**config.mk**
```make
export PLATFORM = sky130hd
export DESIGN_NAME = uzorak_punjac_flat
export DESIGN_NICKNAME = d
export VERILOG_FILES = /design/src/rtl/uzorak_punjac_if.sv /design/src/rtl/uzorak_punjac.sv /design/src/flat_wrapper.sv
export SDC_FILE = /design/constraint.sdc
export NUM_CORES = 1
export LEC_CHECK = 0
export CELL_PAD_IN_SITES_DETAIL_PLACEMENT = 0
export CELL_PAD_IN_SITES_GLOBAL_PLACEMENT = 2
export CORE_AREA = 2 2 388 390
export DETAILED_ROUTE_END_ITERATION = 10
export DIE_AREA = 0 0 390 392
export PLACE_DENSITY_LB_ADDON = 0.25
export SLEW_MARGIN = 20
export SYNTH_ARGS = -nofsm -noshare
export SYNTH_HDL_FRONTEND = slang
export SYNTH_SLANG_ARGS = --single-unit
```
**constraint.sdc**
```tcl
create_clock -name clk -period 5.9 [get_ports clk]
set_input_delay 0.885 -clock clk [delete_from_list [all_inputs] [get_ports clk]]
set_output_delay 0.885 -clock clk [all_outputs]
set_load 0.02 [all_outputs]
```
**src/rtl/uzorak_punjac_if.sv**
```systemverilog
// rtl/uzorak_punjac_if.sv - feature stream, packed sample and result handshake bundle for uzorak_punjac
interface uzorak_punjac_if #(
    parameter int N_FEAT = 60,
    parameter int FEAT_W = 16
);
    logic [FEAT_W-1:0]        s_data;
    logic                     s_valid;
    logic                     s_last;
    logic                     s_ready;
    logic [N_FEAT*FEAT_W-1:0] uzorak;
    logic                     uzorak_valid;
    logic                     indikator_1;
    logic                     indikator_2;
    logic                     rez_1;
    logic                     rez_2;
    logic                     rez_valid;
    logic                     rez_ready;
    logic                     greska;

    modport slave (
        input  s_data, s_valid, s_last, indikator_1, indikator_2, rez_ready,
        output s_ready, uzorak, uzorak_valid, rez_1, rez_2, rez_valid, greska
    );

    modport master (
        output s_data, s_valid, s_last, indikator_1, indikator_2, rez_ready,
        input  s_ready, uzorak, uzorak_valid, rez_1, rez_2, rez_valid, greska
    );
endinterface

```
**src/rtl/uzorak_punjac.sv**
```systemverilog
// rtl/uzorak_punjac.sv - packs 60x16-bit feature beats into uzorak, settles, captures net indicators
// Optional s_last framing check enabled by defining UZORAK_FRAME_CHECK_EN.
module uzorak_punjac #(
    parameter int N_FEAT = 60,
    parameter int FEAT_W = 16,
    parameter int SETTLE = 4
) (
    input  logic              clk,
    input  logic              rst_n,
    uzorak_punjac_if.slave    bus
);
    localparam int VEC_W = N_FEAT * FEAT_W;
    localparam int IDX_W = $clog2(N_FEAT);
    localparam int LSB_W = $clog2(VEC_W);

    typedef enum logic [1:0] {PUNJENJE, SMIRIVANJE, REZULTAT} state_t;

    state_t             r_state;
    logic [IDX_W-1:0]   r_idx;
    logic [7:0]         r_cnt;
    logic [VEC_W-1:0]   r_uzorak;
    logic               r_uzorak_valid;
    logic               r_s_ready;
    logic               r_rez_1;
    logic               r_rez_2;
    logic               r_rez_valid;

    logic               w_accept;
    logic               w_last_slot;
    logic [LSB_W-1:0]   w_lsb;

    assign w_accept    = bus.s_valid && r_s_ready;
    assign w_last_slot = (r_idx == IDX_W'(N_FEAT - 1));
    // Feature 0 lands at the MSB end of the vector.
    assign w_lsb       = LSB_W'((N_FEAT - 1 - int'(r_idx)) * FEAT_W);

`ifdef UZORAK_FRAME_CHECK_EN
    logic r_greska;
    logic w_frame_err;
    assign w_frame_err = (bus.s_last != w_last_slot);
    assign bus.greska  = r_greska;
`else
    assign bus.greska  = 1'b0;
`endif

    always_ff @(posedge clk or negedge rst_n) begin
        if (!rst_n) begin
            r_state        <= PUNJENJE;
            r_idx          <= '0;
            r_cnt          <= '0;
            r_uzorak       <= '0;
            r_uzorak_valid <= 1'b0;
            r_s_ready      <= 1'b1;
            r_rez_1        <= 1'b0;
            r_rez_2        <= 1'b0;
            r_rez_valid    <= 1'b0;
`ifdef UZORAK_FRAME_CHECK_EN
            r_greska       <= 1'b0;
`endif
        end else begin
`ifdef UZORAK_FRAME_CHECK_EN
            r_greska <= 1'b0;
`endif
            case (r_state)
                PUNJENJE: begin
                    if (w_accept) begin
`ifdef UZORAK_FRAME_CHECK_EN
                        if (w_frame_err) begin
                            r_greska <= 1'b1;
                            r_idx    <= '0;
                        end else
`endif
                        begin
                            r_uzorak[w_lsb +: FEAT_W] <= bus.s_data;
                            if (w_last_slot) begin
                                r_idx          <= '0;
                                r_cnt          <= 8'(SETTLE);
                                r_s_ready      <= 1'b0;
                                r_uzorak_valid <= 1'b1;
                                r_state        <= SMIRIVANJE;
                            end else begin
                                r_idx <= r_idx + 1'b1;
                            end
                        end
                    end
                end
                SMIRIVANJE: begin
                    if (r_cnt == 8'd1) begin
                        r_rez_1     <= bus.indikator_1;
                        r_rez_2     <= bus.indikator_2;
                        r_rez_valid <= 1'b1;
                        r_state     <= REZULTAT;
                    end else begin
                        r_cnt <= r_cnt - 8'd1;
                    end
                end
                REZULTAT: begin
                    if (r_rez_valid && bus.rez_ready) begin
                        r_rez_valid    <= 1'b0;
                        r_uzorak_valid <= 1'b0;
                        r_s_ready      <= 1'b1;
                        r_state        <= PUNJENJE;
                    end
                end
                default: r_state <= PUNJENJE;
            endcase
        end
    end

    assign bus.s_ready      = r_s_ready;
    assign bus.uzorak       = r_uzorak;
    assign bus.uzorak_valid = r_uzorak_valid;
    assign bus.rez_1        = r_rez_1;
    assign bus.rez_2        = r_rez_2;
    assign bus.rez_valid    = r_rez_valid;
endmodule

```
**src/flat_wrapper.sv**
```systemverilog
// flat-port wrapper written by rule: the top's interface ports become plain ports
module uzorak_punjac_flat 
#(
    parameter int N_FEAT = 60,
    parameter int FEAT_W = 16,
    parameter int SETTLE = 4
)
  (clk, rst_n, bus_s_data, bus_s_valid, bus_s_last, bus_indikator_1, bus_indikator_2, bus_rez_ready, bus_s_ready, bus_uzorak, bus_uzorak_valid, bus_rez_1, bus_rez_2, bus_rez_valid, bus_greska);
  uzorak_punjac_if #(.N_FEAT(N_FEAT), .FEAT_W(FEAT_W)) bus_i ();
  input  logic clk;
  input  logic rst_n;
  input wire logic [$bits(bus_i.s_data)-1:0] bus_s_data;
  input wire logic [$bits(bus_i.s_valid)-1:0] bus_s_valid;
  input wire logic [$bits(bus_i.s_last)-1:0] bus_s_last;
  input wire logic [$bits(bus_i.indikator_1)-1:0] bus_indikator_1;
  input wire logic [$bits(bus_i.indikator_2)-1:0] bus_indikator_2;
  input wire logic [$bits(bus_i.rez_ready)-1:0] bus_rez_ready;
  output wire logic [$bits(bus_i.s_ready)-1:0] bus_s_ready;
  output wire logic [$bits(bus_i.uzorak)-1:0] bus_uzorak;
  output wire logic [$bits(bus_i.uzorak_valid)-1:0] bus_uzorak_valid;
  output wire logic [$bits(bus_i.rez_1)-1:0] bus_rez_1;
  output wire logic [$bits(bus_i.rez_2)-1:0] bus_rez_2;
  output wire logic [$bits(bus_i.rez_valid)-1:0] bus_rez_valid;
  output wire logic [$bits(bus_i.greska)-1:0] bus_greska;
  assign bus_i.s_data = bus_s_data;
  assign bus_i.s_valid = bus_s_valid;
  assign bus_i.s_last = bus_s_last;
  assign bus_i.indikator_1 = bus_indikator_1;
  assign bus_i.indikator_2 = bus_indikator_2;
  assign bus_i.rez_ready = bus_rez_ready;
  assign bus_s_ready = bus_i.s_ready;
  assign bus_uzorak = bus_i.uzorak;
  assign bus_uzorak_valid = bus_i.uzorak_valid;
  assign bus_rez_1 = bus_i.rez_1;
  assign bus_rez_2 = bus_i.rez_2;
  assign bus_rez_valid = bus_i.rez_valid;
  assign bus_greska = bus_i.greska;
  uzorak_punjac #(.N_FEAT(N_FEAT), .FEAT_W(FEAT_W), .SETTLE(SETTLE)) u_core (.clk(clk), .rst_n(rst_n), .bus(bus_i));
endmodule
```
Word-level counts from Yosys, hierarchy flattened
Cells that the tools add are included.
W data, S select, Z words.
{ "word_totals": {"regBits": 981, "out_inout_bits": 966, "wordCells": 57} }
{ "op_classes": {"addsub": 4, "n_eq_ne": 9, "n_shift": 2, "muxes": 21, "reduce_logical": 12} }
{ "ops": {"columns": ["cell", "n"], "rows": [
  ["$bwmux W960", 1],
  ["$shift A16 B12 Y960 const A", 1],
  ["$shiftx A16 B12 Y960", 1],
  ["$mux W8", 3],
  ["$pmux W8 S2", 1],
  ["$neg A10 Y12", 1],
  ["$reduce_and A4 Y1", 3],
  ["$eq A8 B1 Y1 const B", 1],
  ["$mux W2", 4],
  ["$ne A2 B1 Y1 const B", 4],
  ["$sub A8 B1 Y8 const B", 1],
  ["$mux W1", 7],
  ["$add A6 B1 Y6 const B", 1],
  ["$eq A6 B6 Y1 const B", 1],
  ["$mux W6", 1],
  ["$pmux W1 S2", 3],
  ["$pmux W2 S3", 1],
  ["$reduce_bool A2 Y1", 3],
  ["$sub A6 B6 Y6 const A", 1],
  ["$reduce_and A2 Y1", 2],
  ["$reduce_and A3 Y1", 1],
  ["$eq A2 B1 Y1 const B", 1],
  ["$eq A2 B2 Y1 const B", 1],
  ["$logic_and A1 B1 Y1", 2],
  ["other kinds (2)", 2]
]} }

Longest topological paths before layout
{ "depth": {"word_depth": 4, "ltp_mapped": 13, "mapped_depth_nobuf": 7} }

Worst setup path before layout
OpenSTA, ideal clock, no wires.
{ "synth_path": {"path_kind": "register -> register", "start": "register u_core.r_idx[2]", "end": "register u_core.r_uzorak[828] (netlist: u_core.bus.uzorak[828])", "setup_ns": 0.125, "arrival_ns": 3.049, "required_ns": 5.775, "slack_ns": 2.726, "path_stages_with_launch": 13, "path_buffers": 5, "path_cell_list": "dfrtp_1 buf_2 buf_2 inv_1 ha_1 buf_2 nand4bb_4 nor3_4 a22oi_4 buf_6 nor3_2 buf_4 mux2_2"} }
{ "synth_between": {"elab_chain_len": 4} }
{ "synth_rtl": {"columns": ["item", "line_no", "text"], "rows": [
  ["start: declaration", "uzorak_punjac.sv:19", "logic [IDX_W-1:0] r_idx;"],
  ["start signal: assignment", "uzorak_punjac.sv:82", "r_idx <= r_idx + 1'b1;"],
  ["$sub A6 B6 Y6 *", "uzorak_punjac.sv:35", "assign w_lsb = LSB_W'((N_FEAT - 1 - int'(r_idx)) * FEAT_W);"],
  ["$neg A10 Y12 *", "uzorak_punjac.sv:74", "r_uzorak[w_lsb +: FEAT_W] <= bus.s_data;"],
  ["$shiftx A16 B12 Y960 / $shift A16 B12 Y960 (equally long branches)", "uzorak_punjac.sv:74", null],
  ["$bwmux W960 *", "uzorak_punjac.sv:74", null],
  ["end signal: indexed assignment", "uzorak_punjac.sv:74", null],
  ["end: declaration", "uzorak_punjac.sv:21", "logic [VEC_W-1:0] r_uzorak;"]
]} }
Every way passes the cells marked *; elsewhere a longest branch is shown, timed or not.
A chain may end at the register's enable or synchronous reset.

Worst setup path in the final report
{ "layout_path": {"start": "register u_core.r_idx[1]", "end": "register u_core.r_uzorak[19] (netlist: u_core.bus.uzorak[19])"} }
Same word-level chain as after synthesis.

==> impl_metrics.toml <==
[global_route]
overflow = 0
grt_pass1_vias = 28800
grt_max_degree = 153
grt_pass1_wl_mm = 238
grt_usage_pct = 22.0
antenna_found_initial = 17

[sta]
finalCriticalPeriod_ns = 4.73
setup-violations-final = 0
fin_worst_skew_ns = 0.0557
tns_ns = 0
hold_viol = 0
fin_ws_ns = 1.17
final.period_utilization_pct = 80.2
relSlewSlack_pct = 23.9
max_clock_freq_mhz = 211
drv_slew = 0
worst_pin_slew_ns = 1.14
grt_setup_unrepaired = "false"

[pwr]
p_leak_nw = 25.6
p_per_area_nw_per_um2 = 494
vdd_ir_drop_max_mv = 0.508

[final_layout]
post-route-util_pct = 37.4
fin_area_um2 = 55700
final_common_cell = "dfrtp_1"
areaGrowthSynthToFinish_pct = 40.7
mostFrequentLayoutCells = "dfrtp_1, clkdlybuf4s50_1, mux2_2, nand2_1, nor2_1"
drive_gt1_share_pct = 30.5
nets = 3836

[synthesis]
syn_nets = 2847
yosys_warnings = 0
synth_top_area_share_pct = 61.9
synth_edf_count = 0
yosysUniqueCellTypes = 67
synth_cells = 2813
synth.avg_cell_area_um2 = 14.1
netlist_area_um2 = 39600
synth-seq-cells = 981
yosys.area.top_type = "dfrtp_1"
synth.yosys.seq_area_share_pct = 62.0
synthFlopType = "dfrtp_1"
synthArstFlopShare_pct = 100
synthTopCellsByArea = "dfrtp_1, mux2_2, o21ai_0"

[place]
dpl_worst_slack_ns = 1.11
dp_hpwl_mm = 122
place_area_um2 = 51900
numPortBuffers = 986
place_congestion = 0.784

[clock_network]
clock_latency_ns = 0.74
clock_tree.buffer_depth = 3
cts_max_level = 3
cts_tree = "done"
cts_hold_buf = 0
clk_pin_slew_worst_paths_ns = 0.06
post_cts_resized = 0
cts-root-buf = "clkbuf_16"
cts_buffers = 114
post-cts-setup-buffers = 0
clock_sinks = 981

[setup_path]
start_kind = "flop"
slowest_delay_ns = 1.03
crit_buf_inv = 0
timing_worst_setup_path_type = "reg -> reg"
end_kind = "flop"
slowest_stage = "nor3_4"
path_cells = "ha_1 -> nand2_1 -> xnor2_2 -> nand3_1 -> nor3_4 -> mux2_2"
cp_data_arrival_time_ns = 5.33
critPathTopFamily = "simple AND/OR/NAND/NOR gates"
rrSetupSlack_ns = 1.17
cp_data_required_time_ns = 6.50
critPathMaxFanout = 16

[routing]
vias = 27200
drt-initial-drc-count = 1182
viasPerCell = 4.66
antenna_left = 0
drt_pre_antenna_iters = 5
wl_mm = 172
drc = 0
wl_per_cell_um = 29.4

[floorplan]
die_height_um = 392
core_um2 = 149000
start_util_pct = 26.6
die_x_um = 390
dieArea_um2 = 153000
rows = 142
io_pins = 989

[status]
outcome = "finished clean"

[job]
max_cap_viol_count = 0

[hold_path]
hold_path.class = "in -> async"
final cells by class:
class,instances,area (µm²)
Tap cell,1944,2430
Clock inverter,29,400
Sequential cell,981,24500
Inverter,36,135
Multi-Input combinational cell,1588,14200
Clock buffer,178,3460
Antenna cell,7,17.5
Timing Repair Buffer,1081,10600
Fill cell,14600,93100
state kept, by name (all words and copies together), names as in the netlist:
| name | cells |
|---|---|
| u_core.r_cnt | 8 |
| u_core.r_idx | 6 |
| u_core.bus.s_ready | 1 |
| u_core.bus.uzorak_valid | 1 |
| u_core.r_state | 2 |
| u_core.bus.rez_valid | 1 |
| u_core.bus.rez_1 | 1 |
| u_core.bus.uzorak | 960 |
| u_core.bus.rez_2 | 1 |
Yosys cell counts, drive strengths merged (17+ instances only):
master	n
nor2	124
dfrtp	980
buf	100
nand2	117
clkbuf	108
and2	49
or3	17
nor3	93
inv	36
mux2	857
mux2i	26
o31ai	44
nand3	41
o21ai	107
worst paths after layout:
| check | from | end | cells past startpoint |
|---|---|---|---|
| setup / recovery | u_core.r_idx[1] | u_core.bus.uzorak[19] | 6 |
| hold / removal | rst_n | u_core.bus.uzorak[298] | 1 |
| setup reg to reg | u_core.r_idx[1] | u_core.bus.uzorak[19] | 6 |
| hold reg to reg | u_core.bus.uzorak[11] | u_core.bus.uzorak[11] | 2 |
| max in group asynchronous | rst_n | u_core.bus.uzorak[130] | 2 |
| min in group clk | u_core.bus.uzorak[11] | u_core.bus.uzorak[11] | 2 |
where the power goes:
part           internal [mW]  total, mW  switching, mW
clock network           4.21       7.24           3.03
registers               8.23       9.07          0.842
logic                   4.24       11.2           6.99
kinds of logic (layout without fill, tap and decap cells):
| family | Yosys count | count (layout) | share of synthesized area, % |
|---|---|---|---|
| and+or+nand+nor | 492 | 492 | 6.52 |
| DFF | 981 | 981 | 62.0 |
| AOI/OAI and AO/OA | 186 | 186 | 2.86 |
| adders and majority gates | 11 | 11 | 0.347 |
| xor gates and xnor gates | 15 | 15 | 0.436 |
| other | 1 | 8 | 0.00947 |
| buffers and inverters | 244 | 1324 | 2.75 |
| muxes | 883 | 883 | 25.1 |
per-stage QoR:
step | instances | total power, mW | hold WS, ns
2_1_floorplan | 2813 | 14.5 | 0.503
3_3_place_gp | 5628 | 20.5 | 0.468
3_5_place_dp | 5629 | 20.6 | 0.473
4_1_cts | 5836 | 28.0 | 0.138
5_1_grt | 5837 | 28.9 | 0.197
6_report | 5844 | 27.5 | 0.200
layer usage:
metal | vias up | track usage [%] | wire length [µm]
li1 | 11800 | - | -
met1 | 14300 | 27.8 | 72100
met2 | 860 | 36.1 | 81800
met3 | 167 | 7.35 | 14000
met4 | 8 | 5.60 | 3720
met5 | - | 0 | 46
Note: power is estimated with default switching activity, not from simulation.
